**config.mk**
```make
export PLATFORM = sky130hd
export DESIGN_NAME = spi_bus_arbiter
export DESIGN_NICKNAME = d
export VERILOG_FILES = /design/src/rtl/spi_arb_pkg.sv /design/src/rtl/spi_bus_arbiter_rr_pick2.sv /design/src/rtl/spi_bus_arbiter.sv
export SDC_FILE = /design/constraint.sdc
export NUM_CORES = 1
export LEC_CHECK = 0
export ABC_AREA = 1
export ABC_CLOCK_PERIOD_IN_PS = 2700
export BUFFER_PORTS_ARGS = -buffer_cell sky130_fd_sc_hd__buf_2
export CAP_MARGIN = 20
export CORE_MARGIN = 4
export CORE_UTILIZATION = 45
export CTS_CLUSTER_SIZE = 8
export DETAILED_ROUTE_END_ITERATION = 10
export PLACE_DENSITY = 0.7
export SYNTH_ARGS = -nofsm -noshare
export SYNTH_HDL_FRONTEND = slang
export SYNTH_HIERARCHICAL = 1
export SYNTH_SLANG_ARGS = --single-unit
```
**constraint.sdc**
```tcl
create_clock -name clk -period 2.7 [get_ports clk]
set_input_delay 0.54 -clock clk [delete_from_list [all_inputs] [get_ports clk]]
set_output_delay 0.54 -clock clk [all_outputs]
set_load 0.02 [all_outputs]
```
**src/rtl/spi_arb_pkg.sv**
```systemverilog
// Shared constants for the two-client SPI bus arbiter: client count, byte width,
// phase counter width and the arbiter state encoding.
package spi_arb_pkg;

    localparam int unsigned NUM_CLIENTS = 2;
    localparam int unsigned SPI_W       = 8;
    localparam int unsigned CNT_W       = 8;
    localparam int unsigned ST_W        = 3;

    localparam logic [ST_W-1:0] ST_IDLE  = 3'd0;
    localparam logic [ST_W-1:0] ST_SETUP = 3'd1;
    localparam logic [ST_W-1:0] ST_OWN   = 3'd2;
    localparam logic [ST_W-1:0] ST_DRAIN = 3'd3;
    localparam logic [ST_W-1:0] ST_HOLD  = 3'd4;

endpackage

```
**src/rtl/spi_bus_arbiter_rr_pick2.sv**
```systemverilog
// Two-way round-robin picker: a lone request wins outright, and on a tie the
// client that did not own the bus last wins.
module rr_pick2
    import spi_arb_pkg::*;
(
    input  logic [NUM_CLIENTS-1:0] req,
    input  logic                   last,
    output logic [NUM_CLIENTS-1:0] win_c,
    output logic                   valid_c
);

    always_comb begin
        win_c = req;
        if (req == 2'b11) begin
            win_c = last ? 2'b01 : 2'b10;
        end
    end

    assign valid_c = |req;

endmodule

```
**src/rtl/spi_bus_arbiter.sv**
```systemverilog
// Shares one SPI byte engine between two client controllers: round-robin grant,
// per-client chip select with setup/hold spacing, and byte strobe/data routing.
module spi_bus_arbiter
    import spi_arb_pkg::*;
#(
    parameter int unsigned CS_SETUP = 4,
    parameter int unsigned CS_HOLD  = 4
) (
    input  logic                   clk,
    input  logic                   rst,
    input  logic [NUM_CLIENTS-1:0] req,
    output logic [NUM_CLIENTS-1:0] grant,
    input  logic [NUM_CLIENTS-1:0] byte_begin,
    input  logic [SPI_W-1:0]       tx_data0,
    input  logic [SPI_W-1:0]       tx_data1,
    output logic [NUM_CLIENTS-1:0] byte_done,
    output logic [SPI_W-1:0]       rx_data,
    output logic [NUM_CLIENTS-1:0] cs_n,
    output logic                   spi_tx_begin,
    output logic [SPI_W-1:0]       spi_tx_data,
    input  logic                   spi_tx_end,
    input  logic [SPI_W-1:0]       spi_rx_data
);

    localparam logic [CNT_W-1:0] SETUP_LOAD = CNT_W'(CS_SETUP - 1);
    localparam logic [CNT_W-1:0] HOLD_LOAD  = CNT_W'(CS_HOLD - 1);

    logic [ST_W-1:0]        state, state_d;
    logic [CNT_W-1:0]       cnt, cnt_d;
    logic                   owner, owner_d;
    logic                   last, last_d;
    logic                   busy, busy_d;
    logic                   hold_gap, hold_gap_d;
    logic [NUM_CLIENTS-1:0] grant_d, cs_n_d, byte_done_d;
    logic [SPI_W-1:0]       rx_data_d, spi_tx_data_d;
    logic                   spi_tx_begin_d;
    logic [NUM_CLIENTS-1:0] pick_c;
    logic                   pick_valid_c;
    logic [NUM_CLIENTS-1:0] owner_oh_c;
    logic                   tx_done_c;

    rr_pick2 u_pick (
        .req     (req),
        .last    (last),
        .win_c   (pick_c),
        .valid_c (pick_valid_c)
    );

    assign owner_oh_c = NUM_CLIENTS'(1'b1) << owner;
    assign tx_done_c  = busy && spi_tx_end;

    // State register and all registered outputs.
    always_ff @(posedge clk) begin
        if (rst) begin
            state        <= ST_IDLE;
            cnt          <= '0;
            owner        <= 1'b0;
            last         <= 1'b1;
            busy         <= 1'b0;
            hold_gap     <= 1'b0;
            grant        <= '0;
            cs_n         <= '1;
            byte_done    <= '0;
            rx_data      <= '0;
            spi_tx_begin <= 1'b0;
            spi_tx_data  <= '0;
        end else begin
            state        <= state_d;
            cnt          <= cnt_d;
            owner        <= owner_d;
            last         <= last_d;
            busy         <= busy_d;
            hold_gap     <= hold_gap_d;
            grant        <= grant_d;
            cs_n         <= cs_n_d;
            byte_done    <= byte_done_d;
            rx_data      <= rx_data_d;
            spi_tx_begin <= spi_tx_begin_d;
            spi_tx_data  <= spi_tx_data_d;
        end
    end

    // Next-state and next-output logic.
    always_comb begin
        state_d        = state;
        cnt_d          = cnt;
        owner_d        = owner;
        last_d         = last;
        busy_d         = busy;
        hold_gap_d     = hold_gap;
        grant_d        = grant;
        cs_n_d         = cs_n;
        byte_done_d    = '0;
        rx_data_d      = rx_data;
        spi_tx_begin_d = 1'b0;
        spi_tx_data_d  = spi_tx_data;

        // busy is only ever set in OWN and cleared before DRAIN exits.
        if (tx_done_c) begin
            rx_data_d   = spi_rx_data;
            byte_done_d = owner_oh_c;
            busy_d      = 1'b0;
        end

        case (state)
            ST_IDLE: begin
                if (pick_valid_c) begin
                    owner_d = pick_c[1];
                    cs_n_d  = ~pick_c;
                    cnt_d   = SETUP_LOAD;
                    state_d = ST_SETUP;
                end
            end
            ST_SETUP: begin
                if (cnt == '0) begin
                    grant_d = owner_oh_c;
                    last_d  = owner;
                    state_d = ST_OWN;
                end else begin
                    cnt_d = cnt - CNT_W'(1);
                end
            end
            ST_OWN: begin
                if (!req[owner]) begin
                    grant_d = '0;
                    if (busy && !spi_tx_end) begin
                        state_d = ST_DRAIN;
                    end else begin
                        cnt_d      = HOLD_LOAD;
                        hold_gap_d = 1'b0;
                        state_d    = ST_HOLD;
                    end
                end else if (byte_begin[owner] && !busy) begin
                    spi_tx_data_d  = owner ? tx_data1 : tx_data0;
                    spi_tx_begin_d = 1'b1;
                    busy_d         = 1'b1;
                end
            end
            ST_DRAIN: begin
                if (spi_tx_end) begin
                    cnt_d      = HOLD_LOAD;
                    hold_gap_d = 1'b0;
                    state_d    = ST_HOLD;
                end
            end
            ST_HOLD: begin
                // First pass keeps cs_n low; second pass is the deselected gap.
                if (cnt == '0) begin
                    if (!hold_gap) begin
                        cs_n_d     = '1;
                        cnt_d      = HOLD_LOAD;
                        hold_gap_d = 1'b1;
                    end else begin
                        state_d = ST_IDLE;
                    end
                end else begin
                    cnt_d = cnt - CNT_W'(1);
                end
            end
            default: begin
                state_d = ST_IDLE;
            end
        endcase
    end

endmodule

```
Word level (Yosys, flattened, before mapping). Cells that the tools add are included. W data, S select, Z words.

Logic and storage cells: 96. Register bits: 38.

Reductions and logical operators: 22. Muxes and demuxes: 40. Equality and inequality tests: 15. Add/subtract/negate cells: 1. Bitwise logic cells: 4. $lt $le $gt $ge: 1. Shift-type cells: 1.

Operators with widths (number): $mux W8 (8); $pmux W8 S5 (1); $mux W3 (7); $ne A2 B2 Y1 const B (9); $pmux W3 S5 (1); $mux W2 (7); $mux W1 (13); $logic_not A8 Y1 (1); $pmux W2 S2 (2); $sub A8 B1 Y8 const B (1); $reduce_and A7 Y1 (1); $eq A3 B2 Y1 const B (2); $reduce_and A3 Y1 (2); $reduce_and A6 Y1 (1); $reduce_and A5 Y1 (1); $reduce_bool A5 Y1 (1); $reduce_and A2 Y1 (2); $reduce_and A4 Y1 (1); $reduce_bool A2 Y1 (2); $reduce_or A2 Y1 (2); $eq A3 B1 Y1 const B (1); $eq A3 B3 Y1 const B (1); $logic_and A1 B1 Y1 (3); $logic_not A3 Y1 (1); other kinds (10) (13).

Logic depth before layout (Yosys ltp).
Depth in word-level cells: 6. Gate-level depth with buffers: 11. Depth with buffers taken out: 11.

Modules after synthesis. The synthesis kept the hierarchy.

Modules (own cells, without submodules): spi_bus_arbiter (area each 2031.9 sq um, instances 1, cells each 305, sequential area each 760.7 sq um); rr_pick2 (area each 27.5 sq um, instances 1, cells each 6, sequential area each 0.0 sq um).

Least setup slack after synthesis. OpenSTA, ideal clock, no wires.

Path type: input-to-reg. From: in req[1]. To: reg cnt[6]. Cell stages on the path: 8. Data arrival time: 1.363 ns. Library setup time: 0.138 ns. Required time: 2.562 ns. Path slack: 1.200 ns. Path through: or2_1 > nand3b_1 > nand3_1 > nor2_4 > nand2_4 > inv_8 > nand2_2 > a21oi_2.

Cells in the longest elaborated chain, start to end: 4. Elaborated cells between the ends (all ways): 6. Classes of those cells: 2 x eq/ne; 2 x mux; 2 x reduce/logical.

RTL lines: start, declared (line spi_bus_arbiter.sv:11) `input logic [NUM_CLIENTS-1:0] req,`; $mux W1 (implied by the code) (2 in series) (line spi_bus_arbiter.sv:124) `if (!req[owner]) begin`; $ne A2 B2 Y1 (no source line); $reduce_and A7 Y1 (no source line) (*); end signal, assigned (line spi_bus_arbiter.sv:69) `cnt <= cnt_d;`; end, declared (line spi_bus_arbiter.sv:29) `logic [CNT_W-1:0] cnt, cnt_d;`.

Every way passes the cells marked *; elsewhere a longest branch is shown, timed or not. The select of a mux whose other input is x is not followed. A chain may end at the register's enable or synchronous reset.

Worst setup path in the final report.
From: reg owner. To: reg spi_tx_data[6].

Cells in the longest elaborated chain, start to end: 4. Elaborated cells between the ends (all ways): 7. Classes of those cells: 5 x mux; 2 x reduce/logical.

RTL lines: start, declared (line spi_bus_arbiter.sv:30) `logic owner, owner_d;`; start signal, assigned (line spi_bus_arbiter.sv:70) `owner <= owner_d;`; $mux W1 (implied by the code) (2 in series) (line spi_bus_arbiter.sv:133) `end else if (byte_begin[owner] && !busy) begin`; $logic_and A1 B1 Y1 (line spi_bus_arbiter.sv:133); $reduce_and A3 Y1 (no source line); end signal, assigned (line spi_bus_arbiter.sv:79) `spi_tx_data <= spi_tx_data_d;`; end, declared (line spi_bus_arbiter.sv:20) `output logic [SPI_W-1:0] spi_tx_data,`.

Parallel ways exist; a longest one is shown, timed or not. The select of a mux whose other input is x is not followed.

==> metrics <==
hold wc startpoint grant[0]; Fillers 433; Final period util 67.4%; Vias/cell 4.81; clock latency at the later pin of the worst-skew pair 0.28 ns; Final Instance Area between 0.002 and 0.0025 mm^2; die height 75.7 um; Initial Utilization approximately 47%; Core ar. about 0.0044 mm^2; CTS tree done; pre-CTS WS approximately 0.85 ns; Synth Warn # 6; CTS Buf Count 5; gr ovfl total 0; Final Max Tran Viols 0; R2R cell count 7; WP data required 2.88 ns; setup slack after layout approximately 0.88 ns; sequential share of the synthesized area between 30 and 40%; Post-CTS Setup Repair Bufs 0; Leak approximately 1.3 nW; Avg WL per Cell between 10 and 15 um; Max Fanout on Critical Path 14; overall routing resource usage about 18%; Reg clk slew, reported paths around 0.070 ns; GR peak layer met2; Critical Path Source Type flip-flop; share of layout cells above drive strength 1 26.0%; die area roughly 0.0057 mm^2; met3 GRT Util ~4.6%; PwrDens around 1000 mW/mm^2; reg2reg end spi_tx_data[6]; Sink Count 38; via count approximately 2,000; Clock Tree Buf Depth 2; area of the multi-input gates around 0.0012 mm^2; Hold-fix buffers, CTS 0; CTS resizes 0; critical path capture point type flip-flop; r2r startpoint owner; Setup Skew roughly 0.0029 ns; setup TNS 0 ns; Die W roughly 76 um; hold path endpoint grant[0]; worst slew pin tran roughly 0.61 ns; worst setup path class flip-flop to flip-flop; total of max-cap violations 0; setup slack, reg-to-reg between 0.8 and 0.9 ns; HPWL Detailed 3520 um; Mapped Avg Cell Area between 6 and 7 um^2; pin count of the biggest net entering global routing 25; Port Buffer Count 53; 1st-iter DRT viols 79; Synth-to-Final Area Change 20.4%; #FFs+latches synth 38; # DRC 0; Critical Path AT about 2 ns; syn nets around 340; vias in the first global route ~1,900; register area roughly 760 um^2; initial antenna violation count 0; Post-DRT Antenna Nets 0; Placer Congestion about 0.87; GR Util met2 29.5%; Max rail drop VDD ~0.54 mV; fmax ~550 MHz; Synth cell types 26; Hold Path Stages 2; total wire length 4690 um; fin crit period roughly 1.8 ns; final net count slightly below 400; status finished, final reports clean; Overall Power ~2.5 mW; Placed Area about 0.0024 mm^2; H-tree levels 2; met1 usage approximately 23%; Final Hold Fails 0; First-pass DRT Iterations 5; Rows 24; Hold Path Class flip-flop to flip-flop; global-route wire length before repair approximately 7900 um; Max-slew headroom approximately three fifths; # IOs between 50 and 60; post-layout util 56.6%; Synth Instances a little over 300; Root Buffer clkbuf_8; Cell Area, Synth just over 0.002 mm^2; ant diodes 0; setup violators final 0; RSZ-0062 raised after global routing no
[metal layers]
metal	up-vias	share of wire, %
met3	6	4.7
met4	0	1.3
met1	865	47
met2	50	47
li1	1084	-
met5	-	0
[power by group]
part	switching, mW	internal, mW	total, mW
clock network	0.192	0.296	0.488
registers	0.120	0.668	0.788
logic	0.794	0.408	1.20
[registers in the layout (all words and copies together), names as in the netlist]
name and flops:
grant 2, byte_done 2, last 1, busy 1
cs_n 2, spi_tx_begin 1, rx_data 8, spi_tx_data 8
cnt 8, owner 1, state 3, hold_gap 1
[synth_stat cells]
library cell | count | area, um^2
inv_8 | 1 | 11.3
a21oi_2 | 6 | 52.6
o21ai_1 | 3 | 15.0
clkbuf_1 | 6 | 22.5
a21oi_1 | 9 | 45.0
nand3_2 | 1 | 10.0
inv_1 | 25 | 93.8
nand2_4 | 4 | 45.0
xor2_1 | 1 | 8.76
nand3b_1 | 3 | 22.5
ha_1 | 2 | 25.0
nand2_2 | 10 | 62.6
nor3_4 | 2 | 32.5
nand3_1 | 16 | 80.1
nand4_1 | 3 | 18.8
nor2_4 | 3 | 33.8
nor3_1 | 3 | 15.0
inv_4 | 1 | 6.26
o21ai_0 | 21 | 105
or2_1 | 1 | 6.26
nand2_1 | 88 | 330
dfxtp_1 | 38 | 761
inv_2 | 3 | 11.3
nor2_1 | 56 | 210
mux2i_1 | 1 | 10.0
nor2_2 | 4 | 25.0
[how the worst max path moves through the flow]
stage,start,to,slack [ns],cells after the start
3_5_place_dp,req[0],spi_tx_data[6],0.85,8
2_1_floorplan,req[1],cnt[6],1.20,8
4_1_cts,owner,spi_tx_data[6],0.87,7
3_3_place_gp,req[0],spi_tx_data[2],0.94,8
6_report,owner,spi_tx_data[6],0.88,7
5_1_grt,owner,spi_tx_data[6],0.65,7
[layout by cell type (no fill, tap or decap), types with 2 or more instances in the layout]
master and instances:
ha_1 2, dfxtp_1 38, o21ai_0 21, inv_2 3
o21ai_1 3, a21oi_1 9, nor3_1 3, nand4_1 3
nand2_2 10, clkbuf_8 6, nor3_4 2, nand3b_1 3
buf_2 53, nor2_2 4, a21oi_2 6, nor2_1 56
nor2_4 3, nand2_1 88, nand3_1 16, nand2_4 4
inv_1 25
[cells by family (layout without fill, tap and decap cells)]
kind of cell               count (synthesis)  in the layout  synth area share (%)
adders and majority gates                  2              2                  1.21
and+or+nand+nor                          194            194                  43.3
xor gates and xnor gates                   1              1                 0.425
buffers and inverters                     36             90                  7.05
DFF                                       38             38                  36.9
AOI/OAI and AO/OA                         39             39                  10.6
muxes                                      1              1                 0.486
[final cells by class]
class                           instances  share of cell area (%)
Multi-Input combinational cell        237                    46.5
Sequential cell                        38                    30.7
Timing Repair Buffer                   53                    10.7
Inverter                               30                    4.94
Clock buffer                            6                    3.33
Tap cell                               52                    2.62
Clock inverter                          1                    1.21
[worst max-delay path, stage by stage, from the launching register on]
cell and delay (ns):
dfxtp_1 0.63, nand2_1 0.09, o21ai_1 0.19, nand2_4 0.10, nor3_4 0.33, inv_2 0.17, nor2_1 0.15, nor2_1 0.06
[through the flow]
stage | hold slack (ns) | std cells
detailed placement | 0.450 | 410
global route | 0.503 | 417
finish | 0.463 | 417
global placement | 0.451 | 410
floorplan | 0.439 | 311
CTS | 0.469 | 417
Note: power is estimated with default switching activity, not from simulation.
